## src/rtl/h2bp_pkg.sv

```systemverilog
// Shared types for the pipeline hazard/sequencing controller.
package h2bp;

    typedef enum logic [1:0] {
        PC_RUN,
        PC_LD_STALL,
        PC_MC_WAIT,
        PC_MC_RELEASE
    } pipe_ctrl_state_e;

endpackage

```

## src/rtl/pipe_ctrl_if.sv

```systemverilog
// Hazard-controller bundle: the pipeline is the master, pipe_ctrl is the slave.
interface pipe_ctrl_if
    import h2bp::*;
#(
    parameter int ADDR_W = 5,
    parameter int CNT_W  = 32
);
    logic [ADDR_W-1:0] rs_a_addr;
    logic              rs_a_en;
    logic [ADDR_W-1:0] rs_b_addr;
    logic              rs_b_en;
    logic              func_is_load;
    logic [ADDR_W-1:0] func_rd_addr;
    logic              func_rd_en;
    logic              func_branch;
    logic              mc_start;
    logic              mc_done;

    logic              pc_hold;
    logic              inst_hold;
    logic              bubble_func;
    logic              flush;
    logic              mc_go;
    logic              mc_abort;
    logic              mc_error;
    pipe_ctrl_state_e  state;
    logic [CNT_W-1:0]  stall_cnt;
    logic [CNT_W-1:0]  flush_cnt;

    modport master (
        output rs_a_addr, rs_a_en, rs_b_addr, rs_b_en,
               func_is_load, func_rd_addr, func_rd_en, func_branch,
               mc_start, mc_done,
        input  pc_hold, inst_hold, bubble_func, flush, mc_go, mc_abort,
               mc_error, state, stall_cnt, flush_cnt
    );

    modport slave (
        input  rs_a_addr, rs_a_en, rs_b_addr, rs_b_en,
               func_is_load, func_rd_addr, func_rd_en, func_branch,
               mc_start, mc_done,
        output pc_hold, inst_hold, bubble_func, flush, mc_go, mc_abort,
               mc_error, state, stall_cnt, flush_cnt
    );
endinterface

```

## src/rtl/pipe_ctrl_sat_counter.sv

```systemverilog
// Event counter that sticks at all-ones instead of wrapping.
module sat_counter #(
    parameter int CNT_W = 32
) (
    input  logic             clk,
    input  logic             rst_n,
    input  logic             inc,
    output logic [CNT_W-1:0] count
);

    always_ff @(posedge clk or negedge rst_n) begin
        if (!rst_n)
            count <= '0;
        else if (inc && (count != '1))
            count <= count + CNT_W'(1);
    end

endmodule

```

## src/rtl/pipe_ctrl.sv

```systemverilog
// Load-use / multi-cycle hazard controller: drives PC hold, reg-stage hold,
// func bubble, branch flush, multi-cycle launch/abort and perf counters.
module pipe_ctrl
    import h2bp::*;
#(
    parameter int ADDR_W     = 5,
    parameter int LD_STALL   = 2,
    parameter int MC_TIMEOUT = 16,
    parameter int CNT_W      = 32
) (
    input  logic       clk,
    input  logic       rst_n,
    pipe_ctrl_if.slave bus
);

    localparam int LD_W = $clog2(LD_STALL + 1);
    localparam int WD_W = $clog2(MC_TIMEOUT);
    localparam logic [LD_W-1:0] LD_INIT = LD_W'(LD_STALL - 1);
    localparam logic [WD_W-1:0] WD_LAST = WD_W'(MC_TIMEOUT - 1);

    pipe_ctrl_state_e  state_q, state_d;
    logic [LD_W-1:0]   ld_q, ld_d;
    logic [WD_W-1:0]   wd_q, wd_d;
    logic              err_q, set_err;
    logic              hold, flush, go, abort, hz;
    logic [ADDR_W-1:0] rd;
    logic [CNT_W-1:0]  stall_cnt, flush_cnt;

    assign rd = bus.func_rd_addr;
    assign hz = bus.func_is_load && bus.func_rd_en && (rd != '0) &&
                ((bus.rs_a_en && (bus.rs_a_addr == rd)) ||
                 (bus.rs_b_en && (bus.rs_b_addr == rd)));

    // Outputs are gated by rst_n so nothing leaks out while in reset.
    always_comb begin
        state_d = state_q;
        ld_d    = ld_q;
        wd_d    = wd_q;
        set_err = 1'b0;
        hold    = 1'b0;
        flush   = 1'b0;
        go      = 1'b0;
        abort   = 1'b0;
        if (rst_n) begin
            if (bus.func_branch) begin
                flush   = 1'b1;
                abort   = (state_q == PC_MC_WAIT);
                state_d = PC_RUN;
                ld_d    = '0;
            end else begin
                case (state_q)
                    PC_RUN: begin
                        if (hz) begin
                            hold = 1'b1;
                            if (LD_STALL > 1) begin
                                state_d = PC_LD_STALL;
                                ld_d    = LD_INIT;
                            end
                        end else if (bus.mc_start) begin
                            hold    = 1'b1;
                            go      = 1'b1;
                            state_d = PC_MC_WAIT;
                            wd_d    = '0;
                        end
                    end
                    PC_LD_STALL: begin
                        hold = 1'b1;
                        ld_d = ld_q - LD_W'(1);
                        if (ld_q == LD_W'(1))
                            state_d = PC_RUN;
                    end
                    PC_MC_WAIT: begin
                        hold = 1'b1;
                        wd_d = wd_q + WD_W'(1);
                        if (bus.mc_done) begin
                            state_d = PC_MC_RELEASE;
                        end else if (wd_q == WD_LAST) begin
                            set_err = 1'b1;
                            abort   = 1'b1;
                            state_d = PC_MC_RELEASE;
                        end
                    end
                    default: state_d = PC_RUN;
                endcase
            end
        end
    end

    always_ff @(posedge clk or negedge rst_n) begin
        if (!rst_n) begin
            state_q <= PC_RUN;
            ld_q    <= '0;
            wd_q    <= '0;
            err_q   <= 1'b0;
        end else begin
            state_q <= state_d;
            ld_q    <= ld_d;
            wd_q    <= wd_d;
            err_q   <= err_q | set_err;
        end
    end

    sat_counter #(.CNT_W(CNT_W)) u_stall_cnt (
        .clk   (clk),
        .rst_n (rst_n),
        .inc   (hold),
        .count (stall_cnt)
    );

    sat_counter #(.CNT_W(CNT_W)) u_flush_cnt (
        .clk   (clk),
        .rst_n (rst_n),
        .inc   (flush),
        .count (flush_cnt)
    );

    assign bus.pc_hold     = hold;
    assign bus.inst_hold   = hold;
    assign bus.bubble_func = hold;
    assign bus.flush       = flush;
    assign bus.mc_go       = go;
    assign bus.mc_abort    = abort;
    assign bus.mc_error    = err_q;
    assign bus.state       = state_q;
    assign bus.stall_cnt   = stall_cnt;
    assign bus.flush_cnt   = flush_cnt;

endmodule

```

## src/flat_wrapper.sv

```systemverilog
// flat-port wrapper written by rule: the top's interface ports become plain ports
module pipe_ctrl_flat import h2bp::*;
#(
    parameter int ADDR_W     = 5,
    parameter int LD_STALL   = 2,
    parameter int MC_TIMEOUT = 16,
    parameter int CNT_W      = 32
)
  (clk, rst_n, bus_rs_a_addr, bus_rs_a_en, bus_rs_b_addr, bus_rs_b_en, bus_func_is_load, bus_func_rd_addr, bus_func_rd_en, bus_func_branch, bus_mc_start, bus_mc_done, bus_pc_hold, bus_inst_hold, bus_bubble_func, bus_flush, bus_mc_go, bus_mc_abort, bus_mc_error, bus_state, bus_stall_cnt, bus_flush_cnt);
  pipe_ctrl_if #(.ADDR_W(ADDR_W), .CNT_W(CNT_W)) bus_i ();
  input  logic clk;
  input  logic rst_n;
  input wire logic [$bits(bus_i.rs_a_addr)-1:0] bus_rs_a_addr;
  input wire logic [$bits(bus_i.rs_a_en)-1:0] bus_rs_a_en;
  input wire logic [$bits(bus_i.rs_b_addr)-1:0] bus_rs_b_addr;
  input wire logic [$bits(bus_i.rs_b_en)-1:0] bus_rs_b_en;
  input wire logic [$bits(bus_i.func_is_load)-1:0] bus_func_is_load;
  input wire logic [$bits(bus_i.func_rd_addr)-1:0] bus_func_rd_addr;
  input wire logic [$bits(bus_i.func_rd_en)-1:0] bus_func_rd_en;
  input wire logic [$bits(bus_i.func_branch)-1:0] bus_func_branch;
  input wire logic [$bits(bus_i.mc_start)-1:0] bus_mc_start;
  input wire logic [$bits(bus_i.mc_done)-1:0] bus_mc_done;
  output wire logic [$bits(bus_i.pc_hold)-1:0] bus_pc_hold;
  output wire logic [$bits(bus_i.inst_hold)-1:0] bus_inst_hold;
  output wire logic [$bits(bus_i.bubble_func)-1:0] bus_bubble_func;
  output wire logic [$bits(bus_i.flush)-1:0] bus_flush;
  output wire logic [$bits(bus_i.mc_go)-1:0] bus_mc_go;
  output wire logic [$bits(bus_i.mc_abort)-1:0] bus_mc_abort;
  output wire logic [$bits(bus_i.mc_error)-1:0] bus_mc_error;
  output wire logic [$bits(bus_i.state)-1:0] bus_state;
  output wire logic [$bits(bus_i.stall_cnt)-1:0] bus_stall_cnt;
  output wire logic [$bits(bus_i.flush_cnt)-1:0] bus_flush_cnt;
  assign bus_i.rs_a_addr = bus_rs_a_addr;
  assign bus_i.rs_a_en = bus_rs_a_en;
  assign bus_i.rs_b_addr = bus_rs_b_addr;
  assign bus_i.rs_b_en = bus_rs_b_en;
  assign bus_i.func_is_load = bus_func_is_load;
  assign bus_i.func_rd_addr = bus_func_rd_addr;
  assign bus_i.func_rd_en = bus_func_rd_en;
  assign bus_i.func_branch = bus_func_branch;
  assign bus_i.mc_start = bus_mc_start;
  assign bus_i.mc_done = bus_mc_done;
  assign bus_pc_hold = bus_i.pc_hold;
  assign bus_inst_hold = bus_i.inst_hold;
  assign bus_bubble_func = bus_i.bubble_func;
  assign bus_flush = bus_i.flush;
  assign bus_mc_go = bus_i.mc_go;
  assign bus_mc_abort = bus_i.mc_abort;
  assign bus_mc_error = bus_i.mc_error;
  assign bus_state = bus_i.state;
  assign bus_stall_cnt = bus_i.stall_cnt;
  assign bus_flush_cnt = bus_i.flush_cnt;
  pipe_ctrl #(.ADDR_W(ADDR_W), .LD_STALL(LD_STALL), .MC_TIMEOUT(MC_TIMEOUT), .CNT_W(CNT_W)) u_core (.clk(clk), .rst_n(rst_n), .bus(bus_i));
endmodule
```

## config.mk

```make
export PLATFORM = sky130hd
export DESIGN_NAME = pipe_ctrl_flat
export DESIGN_NICKNAME = d
export VERILOG_FILES = /design/src/rtl/h2bp_pkg.sv /design/src/rtl/pipe_ctrl_if.sv /design/src/rtl/pipe_ctrl_sat_counter.sv /design/src/rtl/pipe_ctrl.sv /design/src/flat_wrapper.sv
export SDC_FILE = /design/constraint.sdc
export NUM_CORES = 1
export LEC_CHECK = 0
export BUFFER_PORTS_ARGS = -buffer_cell sky130_fd_sc_hd__buf_2
export CAP_MARGIN = 20
export CORE_ASPECT_RATIO = 0.8
export CORE_MARGIN = 8
export CORE_UTILIZATION = 40
export DETAILED_ROUTE_END_ITERATION = 16
export HOLD_SLACK_MARGIN = 0.05
export PLACE_DENSITY = 0.73
export SLEW_MARGIN = 10
export SYNTH_ARGS = -nofsm -noshare
export SYNTH_HDL_FRONTEND = slang
export SYNTH_HIERARCHICAL = 1
export SYNTH_SLANG_ARGS = --single-unit
```

## constraint.sdc

```tcl
create_clock -name clk -period 3.1 [get_ports clk]
set_input_delay 0.155 -clock clk [delete_from_list [all_inputs] [get_ports clk]]
set_output_delay 0.155 -clock clk [all_outputs]
set_load 0.02 [all_outputs]
```

======== After elaboration in Yosys (flattened, before gate mapping) ========
Index checks and enable logic that the tools add are counted.
operators by class
  add/sub/neg operators ................... 4
  multiply operators ...................... 0
  div/mod/pow operators ................... 0
  magnitude comparators ................... 0
  equality and inequality tests ........... 14
  shift-type cells ........................ 0
  multiplexer cells ....................... 31
  bitwise gates (word level) .............. 2
  reduce and logical (&&, ||, !) cells .... 16
operators with widths
  operator                                                                 number
  32-bit by 1-bit adder with 32-bit output, second input constant          2
  32-bit inequality test, second input constant                            2
  1-bit 2-to-1 mux                                                         17
  2-bit 2-to-1 mux                                                         8
  5-bit == test                                                            2
  4-bit 2-to-1 mux                                                         2
  4-bit one-hot mux with 2 select lines                                    1
  1-bit logical AND                                                        7
  3-bit by 2-bit inequality test with 1-bit output, second input constant  2
  2-bit one-hot mux with 3 select lines                                    1
  5-bit AND reduction                                                      1
  5-bit nonzero test                                                       1
  4-bit by 1-bit adder with 4-bit output, second input constant            1
  2-bit by 1-bit == test with 1-bit output, second input constant          2
  4-bit == test, second input constant                                     1
  2-bit inequality test, second input constant                             2
  4-bit by 3-bit inequality test with 1-bit output, second input constant  1
  4-bit inequality test, second input constant                             1
  2-bit one-hot mux with 2 select lines                                    1
  4-bit AND reduction                                                      1
  3-bit AND reduction                                                      1
  3-bit nonzero test                                                       1
  2-bit == test, second input constant                                     1
  2-bit logical NOT                                                        1
  7 further kinds                                                          7
word-level totals
  flip-flop bits (word level) ............. 73
  latch bits .............................. 0
  bits in writable memories ............... 0
  ROM bits ................................ 0
  input port bits ......................... 24
  output and inout bits ................... 73
  logic and storage cells ................. 73
  memories ................................ 0

======== Depth between registers and ports, before layout ========
  depth in word-level cells ............... 9
  depth in mapped cells ................... 10
  gate-level depth less buffers ........... 9

======== Cells and area by module ========
Netlist, hierarchy kept.
by module, submodules not included
  module                             times used  cells each  area each (um^2)  sequential area each (um^2)
  sat_counter at u_core.u_flush_cnt  1           151         1,624.1           800.8
  sat_counter at u_core.u_stall_cnt  1           149         1,596.5           800.8
  pipe_ctrl                          1           123         991.0             225.2

======== Least setup slack after synthesis ========
No wires, ideal clock.
  kind .................................... reg2reg
  start ................................... register u_core.state_q[0], in the netlist u_core/bus.state[0]
  end ..................................... register u_core.u_stall_cnt.count[12]
  library setup time ...................... 0.080 ns
  data arrival time ....................... 2.850 ns
  required time ........................... 3.020 ns
  path slack .............................. 0.170 ns
  cell stages (with the launch flop) ...... 11
  buffers on the path ..................... 2
  period minus slack after synthesis ...... 2.930 ns
  path through ............................ dfrtp_1 inv_1 ha_1 clkbuf_1 o21ai_0 a21oi_1 inv_1 a31o_2 buf_2 nor3_1 xor2_1
on the way
  longest elaborated chain between the ends .. 6
  elaborated cells between the ends (all ways) .. 8
  classes of those cells .................. eq/ne: 2; mux: 3; reduce/logical: 3
ends and longest elaborated chain
  element                                                                           RTL line                     RTL
  from (decl)                                                                       pipe_ctrl.sv:21              pipe_ctrl_state_e state_q, state_d;
  from (signal assigned)                                                            pipe_ctrl.sv:96              state_q <= state_d;
  2-bit by 1-bit == test with 1-bit output / 2-bit == test (equally long branches)  pipe_ctrl.sv:51              case (state_q)
  2-bit OR reduction (no line)                                                      --
  1-bit one-hot mux with 2 select lines (*)                                         pipe_ctrl.sv:51
  1-bit 2-to-1 mux (*)                                                              pipe_ctrl.sv:45              if (bus.func_branch) begin
  1-bit 2-to-1 mux (*)                                                              pipe_ctrl.sv:44              if (rst_n) begin
  via bus_bubble_func                                                               flat_wrapper.sv:25           output wire logic [$bits(bus_i.bubble_func)-1:0] bus_bubble_func;
  1-bit logical AND (*)                                                             pipe_ctrl_sat_counter.sv:14  else if (inc && (count != '1))
  to (signal assigned)                                                              pipe_ctrl_sat_counter.sv:15  count <= count + CNT_W'(1);
  to (decl)                                                                         pipe_ctrl_sat_counter.sv:8   output logic [CNT_W-1:0] count
The timed path passes the listed nets; every way through them passes the cells marked *.
A chain may end at the register's enable or synchronous reset.

======== Worst setup path after layout ========
  start ................................... input port rst_n
  end ..................................... register u_core.u_flush_cnt.count[29]
on the way
  longest elaborated chain between the ends .. 2
ends and longest elaborated chain
  element               RTL line                     RTL
  from (decl)           flat_wrapper.sv:12           input logic rst_n;
  1-bit 2-to-1 mux      pipe_ctrl.sv:44
  1-bit logical AND     pipe_ctrl_sat_counter.sv:14
  to (signal assigned)  pipe_ctrl_sat_counter.sv:15
  to (decl)             pipe_ctrl_sat_counter.sv:8
Every way passes these cells.

==> metrics <==
Post-CTS Resized 0; post-route cell area 0.00517 mm²; Pleak 0.00242 µW; worst vdd ir 0.290 mV; FF/Latch Area 0.00183 mm²; Cell Area, Synth 0.00421 mm²; first drt pass iteration count 4; Reg-to-Reg Start u_core/u_flush_cnt/count[4]; Die Y-Extent 108 µm; CP Capture Type flip-flop; clock share of power 35.7%; Mean Syn Cell Area 9.96 µm²; first-pass GRT wire length 17400 µm; antenna violations before repair 0; core region area 0.0102 mm²; Mapped Cells 423; DRC 0; Iter 0 DRT Violations 332; vias in the first global route 3489; IO buf count 96; P&R area growth vs syn 22.7%; final worst path period need 2.33 ns; number of synthesized register bits 73; worst reg-to-reg setup slack 0.77 ns; max-cap viol count 0; layout cells sized above 1 27.2%; Vias/cell 5.41; Final Setup Violations 0; Pwr per Cell Area 598 mW/mm²; Starting Density 41.1%; CTS tree built; Ys Warns 6; all-layer global routing usage 15.3%; Int Pwr 2060 µW; largest net degree at the start of global routing 68; layout net count 557; Fmax achieved 430 MHz; Worst-Margin Slew 0.851 ns; Max Slew Vio Count 0; Num CTS Buffers 9; Hold Startpoint bus_mc_done; Final period util 75.1%; clock sinks 73; post-CTS setup repair buffer count 0; Worst Path Arrival 2.58 ns; Async SR Flop Fraction 100%; # IOs 97; row count 33; Final ANT Viol Nets 0; non-filler cells, final 670; fill count 986; Post-Route WL 10700 µm; die area 0.0141 mm²; switching power total 1030 µW; DP Area 0.00484 mm²; Synth cell types 57; RSZ-0062 raised after global routing false; Gate power share 25.1%; R2R Path End u_core/u_flush_cnt/count[12]; Worst Hold Path EP u_core/bus.mc_error; CTS max path bufs 2; sw frac 33.3%; register area share after synthesis 43.4%; final hold violation count 0; Relative slew margins 43.3%; Placed Cells 653; Startpoint Class primary input; Main synth FF type dfrtp_1; clk root buf clkbuf_16; WP data required 3.35 ns; GR Overflow Total 0; Vias 3622; DP HPWL 8110 µm; status completed; clk_lat worst skew 0.33 ns; clk_skew 0.00468 ns; reg2reg path depth 5; commonest non-fill, non-tap cell in the layout buf_2; multi-input logic area 0.00229 mm²; die extent in x 131 µm; Antenna Cells 0; hold_buf cts 1; number of enable flip-flop cells after synthesis 0; worst hold path depth 3; Crit Path Max Fanout 18; Mapped Nets 455; commonest cells after routing, fill and taps aside buf_2 (95), dfrtp_1 (73), xnor2_1 (43), nor2_1 (37), nand3_1 (34); sequential power share 39.2%; CP Class primary input to flip-flop; drt wl/cell 15.9 µm; Clk pin slew, worst setup/hold paths 0.06 ns; H-tree levels 3; Hold Path Class primary input to flip-flop; setup_tns 0 ns; gp weighted congestion 0.885
-- layer usage --
metal | GRT usage [%] | wire length (µm)
met1 | 20.5 | 4790
met2 | 23.5 | 4950
met3 | 4.55 | 807
met4 | 4.01 | 100
met5 | 0 | 0
-- how the worst max path moves through the flow --
stage	start	end	slack [ns]	cells after the start
after CTS	rst_n	u_core/u_flush_cnt/count[29]	0.75	8
after detailed placement	bus_func_rd_addr[1]	u_core/u_stall_cnt/count[1]	0.75	8
after global routing	u_core/u_flush_cnt/count[4]	u_core/u_flush_cnt/count[12]	0.49	5
after floorplan	u_core/bus.state[0]	u_core/u_stall_cnt/count[12]	0.17	10
final	rst_n	u_core/u_flush_cnt/count[29]	0.77	8
after global placement	bus_func_rd_addr[1]	u_core/u_stall_cnt/count[1]	0.83	8
-- area by class of cell --
class / count / share of cell area (%)
Sequential cell: 73 / 35.4
Clock inverter: 7 / 1.82
Clock buffer: 9 / 4.36
Tap cell: 140 / 3.39
Timing Repair Buffer: 99 / 9.83
Multi-Input combinational cell: 329 / 44.3
Inverter: 13 / 0.944
-- cell usage after synthesis, types with 3 or more instances --
cell	number	area share [%]
nand2b_1	4	0.59
xnor2_1	43	8.9
o21ai_0	9	1.1
inv_1	13	1.2
dfrtp_1	73	43
nor4_1	8	1.2
a21oi_1	6	0.71
nand4_1	26	3.9
and4_1	6	1.2
clkbuf_1	4	0.36
o211ai_1	5	0.89
a31oi_1	3	0.45
and3_1	5	0.74
nor3_2	4	0.95
nor2b_1	5	0.74
or4_4	6	1.6
o22ai_1	4	0.59
xor2_1	25	5.2
nand2_1	30	2.7
nor3_1	19	2.3
nand3_1	34	4.0
nor2_1	37	3.3
ha_1	8	2.4
mux2_2	3	0.80
-- cell families (layout without fill, tap and decap cells) --
family / Yosys count / in the layout / synth area share (%)
xor+xnor: 68 / 68 / 14.1
simple gates: 200 / 200 / 26.9
buf+inv: 21 / 128 / 2.26
flops: 73 / 73 / 43.4
compound gates: 48 / 48 / 9.69
mux: 5 / 5 / 1.31
fa+ha+maj: 8 / 8 / 2.38
-- state kept, by name, indices dropped and copies added, names as in the netlist --
| register | count |
|---|---|
| u_core/bus.state | 2 |
| u_core/u_stall_cnt/count | 32 |
| u_core/ld_q | 2 |
| u_core/bus.mc_error | 1 |
| u_core/u_flush_cnt/count | 32 |
| u_core/wd_q | 4 |
-- worst max-delay path, stage by stage --
cell and delay [ns]:
dlygate4sd3_1 0.53, buf_4 0.24, and2_1 0.34, and3_1 0.25, nor2b_1 0.50, nand4_1 0.18
nor4_2 0.21, xor2_1 0.17
-- power groups by stage --
stage | sequential (µW) | combinational (µW) | clock (µW)
after floorplan | 1300 | 438 | 0
after global placement | 1210 | 756 | 0
after detailed placement | 1230 | 776 | 0
after CTS | 1210 | 780 | 1140
after global routing | 1240 | 857 | 1180
final | 1210 | 776 | 1100
-- through the flow --
stage               total power (µW)  util [%]  hold WS, ns  setup slack, ns
global placement                1970      47.3       0.0194            0.826
finish                          3090      50.5        0.165            0.772
CTS                             3130      50.5        0.152            0.750
floorplan                       1740         -       -0.141            0.170
global route                    3270      50.5        0.174            0.490
detailed placement              2000      47.3       0.0238            0.752
Note: power is estimated with default switching activity, not from simulation.
